--- src/rtl/mux_arb_pkg.sv ---
// Shared types and helpers for the round-robin mux arbiter.
// The one-hot helper is sized for the largest supported requester count.
package mux_arb_pkg;

    typedef enum logic {
        IDLE = 1'b0,
        OWN  = 1'b1
    } arb_state_t;

    localparam int MAX_N = 8;
    localparam int IDX_W = 3;
    localparam int DEF_N = 4;
    localparam int SEL_W = $clog2(DEF_N);

    function automatic logic [MAX_N-1:0] onehot(input logic [IDX_W-1:0] idx);
        return MAX_N'(1) << idx;
    endfunction

endpackage

--- src/rtl/mux_arbiter_rr_pick.sv ---
// Combinational round-robin search: the first requester at or after start,
// wrapping modulo N.
module rr_pick #(
    parameter  int N  = 4,
    localparam int SW = $clog2(N)
) (
    input  logic [N-1:0]  req,
    input  logic [SW-1:0] start,
    output logic          found,
    output logic [SW-1:0] winner
);

    logic [N-1:0]  hit;
    logic [SW-1:0] cand [N];

    generate
        for (genvar gi = 0; gi < N; gi++) begin : g_cand
            logic [SW:0] sum;
            assign sum       = {1'b0, start} + (SW+1)'(gi);
            assign cand[gi]  = (sum >= (SW+1)'(N)) ? SW'(sum - (SW+1)'(N)) : sum[SW-1:0];
            assign hit[gi]   = req[cand[gi]];
        end
    endgenerate

    // Scan from the farthest offset down so the nearest hit wins.
    always_comb begin
        found  = 1'b0;
        winner = '0;
        for (int k = N - 1; k >= 0; k--) begin
            if (hit[k]) begin
                found  = 1'b1;
                winner = cand[k];
            end
        end
    end

endmodule

--- src/rtl/mux_arbiter.sv ---
// Round-robin arbiter owning an N:1 data mux, with a per-owner hold limit
// that forces rotation only while other requesters are waiting.
module mux_arbiter
    import mux_arb_pkg::*;
#(
    parameter int N        = 4,
    parameter int W        = 1,
    parameter int MAX_HOLD = 8
) (
    input  logic                 clk,
    input  logic                 rst_n,
    input  logic [N-1:0]         req,
    input  logic [N*W-1:0]       in_data,
    output logic [N-1:0]         gnt,
    output logic [$clog2(N)-1:0] sel,
    output logic                 out_valid,
    output logic [W-1:0]         out_data
);

    localparam int SW = $clog2(N);
    localparam int CW = (MAX_HOLD > 1) ? $clog2(MAX_HOLD) : 1;
    localparam logic [CW-1:0] HOLD_LAST = CW'(MAX_HOLD - 1);

    arb_state_t    state_reg, state_next;
    logic [N-1:0]  gnt_reg, gnt_next;
    logic [SW-1:0] sel_reg, sel_next;
    logic [SW-1:0] last_reg, last_next;
    logic [CW-1:0] cnt_reg, cnt_next;

    logic [SW-1:0] start;
    logic          pick_found;
    logic [SW-1:0] pick_idx;
    logic [N-1:0]  pick_oh;
    logic          owner_req;
    logic          others_req;
    logic [W-1:0]  lane [N];

    generate
        for (genvar gi = 0; gi < N; gi++) begin : g_lane
            assign lane[gi] = in_data[gi*W +: W];
        end
    endgenerate

    // While owning, last equals sel, so one search start serves both states.
    assign start      = (last_reg == SW'(N - 1)) ? '0 : last_reg + SW'(1);
    assign owner_req  = req[sel_reg];
    assign others_req = |(req & ~gnt_reg);
    assign pick_oh    = N'(onehot(IDX_W'(pick_idx)));

    rr_pick #(.N(N)) u_pick (
        .req    (req),
        .start  (start),
        .found  (pick_found),
        .winner (pick_idx)
    );

    always_ff @(posedge clk) begin
        if (!rst_n) begin
            state_reg <= IDLE;
            gnt_reg   <= '0;
            sel_reg   <= '0;
            last_reg  <= SW'(N - 1);
            cnt_reg   <= '0;
        end else begin
            state_reg <= state_next;
            gnt_reg   <= gnt_next;
            sel_reg   <= sel_next;
            last_reg  <= last_next;
            cnt_reg   <= cnt_next;
        end
    end

    always_comb begin
        state_next = state_reg;
        gnt_next   = gnt_reg;
        sel_next   = sel_reg;
        last_next  = last_reg;
        cnt_next   = cnt_reg;
        case (state_reg)
            IDLE: begin
                if (pick_found) begin
                    state_next = OWN;
                    gnt_next   = pick_oh;
                    sel_next   = pick_idx;
                    last_next  = pick_idx;
                    cnt_next   = '0;
                end
            end
            OWN: begin
                if (owner_req) begin
                    if (cnt_reg < HOLD_LAST) begin
                        cnt_next = cnt_reg + CW'(1);
                    end else if (others_req && pick_found) begin
                        gnt_next  = pick_oh;
                        sel_next  = pick_idx;
                        last_next = pick_idx;
                        cnt_next  = '0;
                    end
                end else if (pick_found) begin
                    gnt_next  = pick_oh;
                    sel_next  = pick_idx;
                    last_next = pick_idx;
                    cnt_next  = '0;
                end else begin
                    state_next = IDLE;
                    gnt_next   = '0;
                    cnt_next   = '0;
                end
            end
            default: begin
                state_next = IDLE;
                gnt_next   = '0;
            end
        endcase
    end

    always_comb begin
        out_valid = |gnt_reg;
        out_data  = '0;
        if (|gnt_reg) begin
            out_data = lane[sel_reg];
        end
    end

    assign gnt = gnt_reg;
    assign sel = sel_reg;

endmodule

--- config.mk ---
export PLATFORM = sky130hd
export DESIGN_NAME = mux_arbiter
export DESIGN_NICKNAME = d
export VERILOG_FILES = /design/src/rtl/mux_arb_pkg.sv /design/src/rtl/mux_arbiter_rr_pick.sv /design/src/rtl/mux_arbiter.sv
export SDC_FILE = /design/constraint.sdc
export NUM_CORES = 1
export LEC_CHECK = 0
export BUFFER_PORTS_ARGS = -buffer_cell sky130_fd_sc_hd__buf_2
export CAP_MARGIN = 0
export CORE_UTILIZATION = 49
export CTS_BUF_LIST = sky130_fd_sc_hd__clkbuf_4
export CTS_CLUSTER_DIAMETER = 40
export DETAILED_ROUTE_END_ITERATION = 7
export GPL_ROUTABILITY_DRIVEN = 1
export PLACE_DENSITY = 0.77
export REMOVE_ABC_BUFFERS = 1
export SLEW_MARGIN = 20
export SYNTH_ARGS = -nofsm -noshare
export SYNTH_HDL_FRONTEND = slang
export SYNTH_HIERARCHICAL = 1
export SYNTH_SLANG_ARGS = --single-unit
--- constraint.sdc ---
create_clock -name clk -period 1.7 [get_ports clk]
set_input_delay 0.255 -clock clk [delete_from_list [all_inputs] [get_ports clk]]
set_output_delay 0.255 -clock clk [all_outputs]
set_load 0.01 [all_outputs]
==> results.yml <==
cts:
  hold_buffers: 0
  clkLatencyLatePin_ns: 0.27
  cts_sinks: 12
  cts_tree: "built"
  root_buffer: "clkbuf_4"
  h-tree-depth: 1
  cts_buffer_depth: 2
  clk_pin_slew_worst_paths_ns: 0.08
  cts_buffers: 3
finish:
  area_growth_pct: 27.3
  final_area_um2: 986
  diodes: 0
  multi_input_area_um2: 554
  fillers: 108
  final_layout_size_suffix_gt1_share_pct: 37.8
  fin_util_pct: 71.3
  seq_area_um2: 250
  nets: 124
  largest_reg_flops: 4
drt:
  num_vias: 721
  ant_nets: 0
  dr.pass1.iters: 4
  wl_per_cell_um: 13.8
  drtIter0Drc: 7
  drt-vias-per-instance: 5.72
  drc: 0
  drt-total-wl_um: 1740
floorplanning:
  die_y_um: 41.8
  core_region_area_mm2: 0.00138
  dieArea_mm2: 0.00174
  num_rows: 13
  initial_core_util_pct: 56.0
  die_w_um: 41.8
  ios: 18
sta:
  fin_crit_sh_pct: 99.4
  rsz0062_at_grt: "yes"
  fmax_ghz: 0.592
  hold_violations: 0
  worst_pin_slew_ns: 0.356
  slew_violations: 0
  setup_viol: 0
  min_period_ns: 1.69
  relSlewSlack_pct: 76.2
  fin_skew_ns: 0.00985
run:
  cap_violations: 0
yosys:
  ys_seq_elements: 12
  synth_common_cells: "16 x nand2_1, 12 x dfxtp_1, 7 x mux2i_1, 7 x nor2_1, 6 x nor2b_1"
  yosys_warnings: 6
  yosysMostFrequentCell: "nand2_1"
  synth_area_leader_cell: "dfxtp_1"
  syn_avg_cell_area_um2: 8.80
  ys_seq_area_share_pct: 31.0
  syn_area_um2: 774
  synth_top_area_share_pct: 31.0
  synthTopCellsByArea: "dfxtp_1 31%, mux2i_1 9.0%, nand2_1 7.8%"
  synth-edff-count: 0
  synth_async_sr_flop_share_pct: 0
  syn-instance-count: 88
  yosysUniqueCellTypes: 29
  ys.flop_type: "dfxtp_1"
placed_design:
  portBuffers: 17
  post_dp_cell_area_um2: 893
  gp_congestion: 0.891
  dp_hpwl_um: 1290
global_routing:
  grtUsageTotal_pct: 20.8
  grt_pass1_vias: 620
  overflow: 0
  antenna_found_initial: 0
  grt_pass1_wl_um: 2710
  grt_max_degree: 21
worst_setup_path:
  cp_max_fo: 5
  crit_arrival_ns: 1.85
  endpoint_kind: "flop"
  required_ns: 1.86
  worstPathCellList: "buf_6 -> mux4_2 -> a31oi_4 -> mux2i_1 -> nand2_1"
  crit_path_max_incr_delay_ns: 0.58
  cp-start-kind: "flop"
  critical_path_class: "flop to flop"
  crit_path_top_delay_cell: "mux4_2"
  r2r_setup_slack_ns: 0.01
hold_path:
  hp-class: "input pin to flop"
outcome:
  status: "completed"
power_and_ir_drop:
  power_mw: 0.945
  power_density_mw_per_mm2: 958
  peakVddDrop_mv: 0.479
  leakagePower_nw: 0.404
==> worst max-delay path: cells and delay by family, from the launching register on <==
kind | cells | cell delay (ns)
compound gates | 1 | 0.26
buf+inv | 1 | 0.10
flops | 1 | 0.37
mux | 2 | 0.78
simple gates | 1 | 0.06
==> kinds of logic after synthesis <==
group | Yosys count | synth area share [%]
and+or+nand+nor | 45 | 30.1
DFF | 12 | 31.0
muxes | 9 | 14.9
adders and majority gates | 2 | 3.23
AOI/OAI and AO/OA | 16 | 18.9
buffers and inverters | 4 | 1.94
==> routing by layer <==
metal	track usage, %	wire length, um
met1	24.6	750
met2	35.9	913
met3	6.52	62
met4	5.81	15
met5	0	0
==> repair_timing <==
action | in CTS | in global routing
resized for setup | 5 | 14
buffers inserted | 1 | 1
pin swaps | 1 | 2
endpoints found under the setup margin | 3 | 9
==> metrics by stage <==
stage | cells | hold WS, ns | setup WS [ns] | TNS [ns]
detailed placement | 121 | 0.482 | 0.00236 | 0
CTS | 125 | 0.304 | 0.00416 | 0
finish | 126 | 0.308 | 0.0109 | 0
global placement | 121 | 0.460 | 0.0592 | 0
floorplan | 86 | 0.317 | 0.0564 | 0
global route | 126 | 0.322 | -0.0487 | -0.225
==> report_power, final <==
group	total (mW)	leakage (nW)	switching, mW	internal (mW)
clock	0.177	0.0154	0.0917	0.0849
combinational	0.403	0.289	0.195	0.207
sequential	0.366	0.0996	0.0425	0.323
total	0.945	0.404	0.330	0.615
==> layout by cell type (no fill, tap or decap), drive strengths merged, types with 2 or more instances in the layout <==
master  instances
buf            21
nand2          16
dfxtp          12
mux2i           7
nor2            7
nor2b           6
a21oi           5
nand3           4
o21ai           4
clkbuf          3
nor3b           3
mux4            2
inv             2
nand2b          2
and2            2
ha              2
a211oi          2
==> cell type report <==
class / instances / share of cell area (%)
sequential: 12 / 25.4
clock inverter: 1 / 0.381
tap: 15 / 1.90
inverter: 2 / 0.761
clock buffer: 3 / 2.28
multi-input combinational: 72 / 56.2
timing repair buffer: 21 / 13.1
==> final timing paths <==
check / start / end / cells after the start
max reg2reg: sel[0] / last_reg[0] / 5
min reg2reg: gnt[0] / gnt[0] / 2
min: rst_n / last_reg[0] / 2
max: sel[0] / last_reg[0] / 5
Power figures use the tool's default switching activity.
